**config.mk**
```make
export PLATFORM = sky130hd
export DESIGN_NAME = frame_len_monitor
export DESIGN_NICKNAME = d
export VERILOG_FILES = /design/src/rtl/frame_len_monitor.sv
export SDC_FILE = /design/constraint.sdc
export NUM_CORES = 1
export LEC_CHECK = 0
export BUFFER_PORTS_ARGS = -buffer_cell sky130_fd_sc_hd__buf_2
export CAP_MARGIN = 40
export CELL_PAD_IN_SITES_DETAIL_PLACEMENT = 2
export CELL_PAD_IN_SITES_GLOBAL_PLACEMENT = 2
export CORE_MARGIN = 2
export CORE_UTILIZATION = 37
export CTS_CLUSTER_SIZE = 30
export DETAILED_ROUTE_END_ITERATION = 10
export PLACE_DENSITY = 0.87
export SLEW_MARGIN = 0
export SYNTH_ARGS = -nofsm -noshare
export SYNTH_HDL_FRONTEND = slang
export SYNTH_SLANG_ARGS = --single-unit
```
**constraint.sdc**
```tcl
create_clock -name clk -period 4.95 [get_ports clk]
set_input_delay 0.2475 -clock clk [delete_from_list [all_inputs] [get_ports clk]]
set_output_delay 0.2475 -clock clk [all_outputs]
set_load 0.02 [all_outputs]
```
**src/rtl/frame_len_monitor.sv**
```systemverilog
// Per-frame beat counter and length checker on a valid/ready/last stream.
// Reports each frame's length with runt/giant flags, SOF errors and wrap-around statistics.
module frame_len_monitor #(
  parameter int unsigned LEN_W   = 16,
  parameter int unsigned MIN_LEN = 4,
  parameter int unsigned MAX_LEN = 1518,
  parameter int unsigned CNT_W   = 32
) (
  input  logic             clk,
  input  logic             rst,
  input  logic             vld,
  input  logic             rdy,
  input  logic             last,
  input  logic             sof,
  input  logic             clr,
  output logic             len_vld,
  output logic [LEN_W-1:0] len,
  output logic             runt,
  output logic             giant,
  output logic             sof_err,
  output logic [CNT_W-1:0] frame_cnt,
  output logic [CNT_W-1:0] err_cnt
);

  typedef enum logic [0:0] {StIdle, StRunning} state_e;

  localparam logic [LEN_W-1:0] LenMin = LEN_W'(MIN_LEN);
  localparam logic [LEN_W-1:0] LenMax = LEN_W'(MAX_LEN);
  localparam logic [LEN_W-1:0] LenSat = '1;

  state_e           state_q;
  logic [LEN_W-1:0] cnt_q;
  logic [LEN_W-1:0] cnt_next;
  logic             beat;

  assign beat = vld & rdy;

  // Count this beat would produce: a new frame restarts at 1, otherwise saturate.
  always_comb begin
    cnt_next = LEN_W'(1);
    if (state_q == StRunning) begin
      cnt_next = (cnt_q == LenSat) ? cnt_q : cnt_q + LEN_W'(1);
    end
  end

  always_ff @(posedge clk or posedge rst) begin
    if (rst) begin
      state_q   <= StIdle;
      cnt_q     <= '0;
      len_vld   <= 1'b0;
      len       <= '0;
      runt      <= 1'b0;
      giant     <= 1'b0;
      sof_err   <= 1'b0;
      frame_cnt <= '0;
      err_cnt   <= '0;
    end else begin
      len_vld <= 1'b0;
      sof_err <= 1'b0;
      if (beat) begin
        cnt_q   <= cnt_next;
        sof_err <= (state_q == StIdle) ? ~sof : sof;
        if (last) begin
          state_q <= StIdle;
          len_vld <= 1'b1;
          len     <= cnt_next;
          runt    <= (cnt_next < LenMin);
          giant   <= (cnt_next > LenMax);
        end else begin
          state_q <= StRunning;
        end
      end
      // clr takes priority over a coincident statistics update.
      if (clr) begin
        frame_cnt <= '0;
        err_cnt   <= '0;
      end else if (len_vld) begin
        frame_cnt <= frame_cnt + CNT_W'(1);
        if (runt | giant) begin
          err_cnt <= err_cnt + CNT_W'(1);
        end
      end
    end
  end

endmodule

```
; ---- Yosys cells after proc, flatten, opt, wreduce, memory -nomap -nowiden
; Index checks and enable logic that the tools add are counted.
[word_totals]
register_bits = 101
latch_bits = 0
ram_bits = 0
rom_bits = 0
inputBits = 7
wordCells = 34
memories = 0
[classes]
n_addsub = 3
n_mul = 0
n_div = 0
n_lt_le_gt_ge = 2
eq_ne = 1
n_shift = 0
n_mux = 12
bitwise = 3
reduce_logical = 4
[ops]
columns = op, n
row1 = 2-to-1 mux 32 bit, 5
row2 = adder 32 x 1 -> 32 bit (second input constant), 2
row3 = 2-to-1 mux 16 bit, 2
row4 = adder 16 x 1 -> 16 bit (second input constant), 1
row5 = == test 16 bit (second input constant), 1
row6 = > comparator 16 x 11 -> 1 bit (second input constant), 1
row7 = < comparator 16 x 3 -> 1 bit (second input constant), 1
row8 = 2-to-1 mux 1 bit, 5
row9 = AND reduction 2 bit, 2
row10 = nonzero test 2 bit, 2
row11 = bitwise AND 1 bit, 1
row12 = inverter 1 bit, 1
row13 = bitwise OR 1 bit, 1

; ---- Depth between registers and ports, before layout
[logic_depth]
ltp_word = 4
depth_mapped = 10
mapped_depth_nobuf = 8

; ---- Worst setup path before layout
; Ideal clock, no wire load.
[synth_path]
path_kind = reg-to-reg
start = register cnt_q[0]
end = register giant
t_arrival_ns = 2.350
t_required_ns = 4.885
path_slack_ns = 2.535
stages_incl_launch_ff = 10
n_path_buf = 1
synth_period_minus_slack_ns = 2.415
path_cell_list = dfrtp_1 > ha_1 > buf_2 > nand3_1 > nor4_4 > nand3b_1 > o211ai_1 > or4_1 > a21oi_1 > o221a_2
[synth_between]
elab_chain_cells = 4
word_cells_on_any_way = 5
cone_classes = add/sub: 1 / order compare: 1 / eq/ne: 1 / mux: 2
[synth_lines]
columns = item, line
row1 = "start, declared", 32  ; logic [LEN_W-1:0] cnt_q;
row2 = "start signal, assigned", 61  ; cnt_q <= cnt_next;
row3 = adder 16 x 1 -> 16 bit / == test 16 bit (equally long branches), 42  ; cnt_next = (cnt_q == LenSat) ? cnt_q : cnt_q + LEN_W'(1);
row4 = 2-to-1 mux 16 bit (*), 42
row5 = 2-to-1 mux 16 bit (*), 41  ; if (state_q == StRunning) begin
row6 = > comparator 16 x 11 -> 1 bit (*), 68  ; giant <= (cnt_next > LenMax);
row7 = "end signal, assigned", 68
row8 = "end, declared", 19  ; output logic giant,
; Every way passes the cells marked *; elsewhere a longest branch is shown, timed or not.
; A chain may end at the register's enable or synchronous reset.

; ---- Final worst setup path
; Same ends and word-level chain as after synthesis.

==> impl_metrics.toml <==
[global_routing]
grtUsageTotal = 0.211
first_global_vias = 4669
grt_max_degree = 67
antenna_found_initial = 0
grt_overflow_total = 0
grt_pass1_wl_mm = 24.1

[timing]
fin_crit_sh = 0.627
hold_viol = 3
worst_pin_slew_ns = 0.827
finalSetupTns_ns = 0
fmax_ghz = 0.322
finClkSkew_ns = 0.0108
finalMaxSlewViolations = 0
max_slew_margin = 0.447
hold_ws_ns = -0.00136
rsz0062_at_grt = "no"
setup_viol = 0
fin_crit_ns = 3.10

[clock_network]
clk_latency_ns = 0.35
cts_tree = "done"
cts_buffer_depth = 2
numCtsBuffers = 9
cts_setup_buffers = 0
clk_pin_slew_ns = 0.07
htreeDepth = 3
cts_root_buf = "clkbuf_16"
post_cts_resized = 0
cts_sinks = 101
cts.hold.buffers_added = 0

[synthesis]
yosysMostFrequentCell = "dfrtp_1"
yosysTopAreaCellShare = 0.507
syn_nets = 546
ys_seq_elements = 101
synthDistinctLibCells = 45
ys_top_cells_by_count = "dfrtp_1, nand2_1, nor2_1"
synth_edf_count = 0
synth_seq_area_share = 0.507
syn-instance-count = 536
syn-mean-instance-area_um2 = 9.30
ys.flop_type = "dfrtp_1"
synth_top_area_cell = "dfrtp_1"
yosysWarnings = 0
syn_area_um2 = 4980
synth_top_cells_by_area = "dfrtp_1, xor2_1, nand2_1, nor2_1, o21ai_0"
synthArstFlopShare = 1.00

[setup_path]
setup.worst_path.class = "reg -> reg"
cp_data_arrival_time_ns = 3.39
critPathCaptureType = "register"
worst_ep_required_time_ns = 5.24
path_buf_inv = 0
reg2reg_depth = 8
path_cells = "ha_1 > nand3_1 > nor4_4 > nand3b_1 > o211ai_1 > or4_1 > a21oi_1 > o221a_2"
start_kind = "register"
cp_top_family = "simple AND/OR/NAND/NOR gates"
slowest_delay_ns = 0.74
cpMaxStageDelayCell = "nor4_4"
cp.depth = 8
worstPathMaxFanout = 15

[floorplan]
start_util = 0.378
die-area_um2 = 14400
die_h_um = 120
core-area_um2 = 13200
rows = 42
io-pin-count = 91
die_w_um = 120

[route]
ant_nets = 0
totalWireLength_mm = 14.5
wl_per_cell_um = 18.1
drc = 0
vias = 4214
vias_per_cell = 5.27
first_pass_iters = 4
drt_first_iter_violations = 168

[place]
placed_cells = 784
dp.final_hpwl_mm = 10.5
port_buffers = 90
gp_congestion = 0.836

[layout]
stdcell_count = 800
final_layout_size_suffix_gt1_frac = 0.194
area_growth_pct = 18.8
final_nets = 629
antenna_cells = 0
n_fill_cell = 1448

[hold_path]
hold_path_class = "in -> async"

[power]
vdd_drop_max_uv = 127
power_frac_clock = 0.398
power_density_nw_per_um2 = 330
power.leakage_nw = 2.80
pwr-share-comb = 0.128
pwr-share-seq = 0.473
power.net_switching_mw = 0.542
swShare = 0.277
intPower_mw = 1.41

[run]
max-cap-violations = 0

[outcome]
violations = "hold timing"
status = "complete, but fails checks"
## cell type report
cell class	count	area (um2)	share of cell area
clock buffer	11	243	0.0410
clock inverter	5	82.6	0.0139
inverter	8	32.5	0.00549
multi-input combinational	405	2340	0.395
sequential	101	2530	0.427
tap	176	220	0.0372
timing repair buffer	94	480	0.0811
## per-layer routing
metal / vias up / routed length, um / global-route usage
li1: 2008 / - / -
met5: - / 0 / 0
met3: 10 / 383 / 0.0413
met2: 61 / 7810 / 0.389
met1: 2135 / 6130 / 0.251
met4: 0 / 145 / 0.0478
## cells in the final DEF, fill, tap and decap left out, types with 3 or more instances in the layout
master,netlist,routed
nand3_1,23,23
clkbuf_16,0,9
and3_1,13,13
xor2_1,45,45
nand3b_1,3,3
inv_1,8,7
a21oi_1,18,18
ha_1,3,3
or2_2,3,3
dfrtp_1,101,101
o21ai_0,47,47
xnor2_1,15,15
nor2_1,68,68
buf_4,0,4
or3_1,12,12
and2_1,4,4
nand2b_1,3,3
buf_2,5,90
and4_1,6,6
mux2i_1,3,3
nand2_1,78,78
mux2_2,3,3
nor3_1,10,10
nand4_1,22,22
## logic make-up (layout without fill, tap and decap cells)
| kind of cell | after synthesis | count (layout) | share of synthesized area |
|---|---|---|---|
| AO/OA/AOI/OAI | 78 | 78 | 0.0889 |
| XOR/XNOR | 60 | 60 | 0.105 |
| adder cells (fa/ha/maj) | 3 | 3 | 0.00753 |
| buffers and inverters | 30 | 118 | 0.0241 |
| flip-flops | 101 | 101 | 0.507 |
| multiplexers | 6 | 6 | 0.0128 |
| AND/OR/NAND/NOR | 258 | 258 | 0.254 |
## worst reg2reg max path, delay by kind of cell (launching register included)
| kind | cells | cell delay (ns) |
|---|---|---|
| DFF | 1 | 0.46 |
| AOI/OAI and AO/OA | 3 | 0.49 |
| and+or+nand+nor | 4 | 1.75 |
| adders and majority gates | 1 | 0.33 |
## metrics by stage
stage	worst slack [ns]	hold WS, ns	utilization	cell area, um2	power, mW
finish	1.85	-0.00136	0.449	5920	1.96
detailed placement	1.83	0.413	0.424	5600	1.19
global placement	1.99	0.406	0.424	5600	1.18
global route	1.53	0.0356	0.449	5920	2.05
CTS	1.81	0.0231	0.449	5920	1.98
floorplan	2.06	0.397	-	4980	1.10
## power groups by stage
stage / logic, mW / clock network, mW / registers, mW
finish: 0.251 / 0.779 / 0.925
CTS: 0.257 / 0.798 / 0.925
global route: 0.282 / 0.832 / 0.934
floorplan: 0.148 / 0 / 0.953
detailed placement: 0.252 / 0 / 0.941
global placement: 0.242 / 0 / 0.934
## flip-flops by register name, indices dropped and copies added (netlist names)
register and count:
len_vld 1, len 16, giant 1, frame_cnt 32, err_cnt 32, state_q 1
cnt_q 16, runt 1, sof_err 1
## path summary, 6_finish.rpt
path	from	slack (ns)	endpoint
worst max-delay path	cnt_q[0]	1.85	giant
worst min-delay path	rst	-0.001	err_cnt[11]
worst max register to register	cnt_q[0]	1.85	giant
worst min register to register	len[6]	0.48	len[6]
max in group asynchronous	rst	3.84	err_cnt[23]
min in group clk	sof	0.17	sof_err
Power figures use the tool's default switching activity.
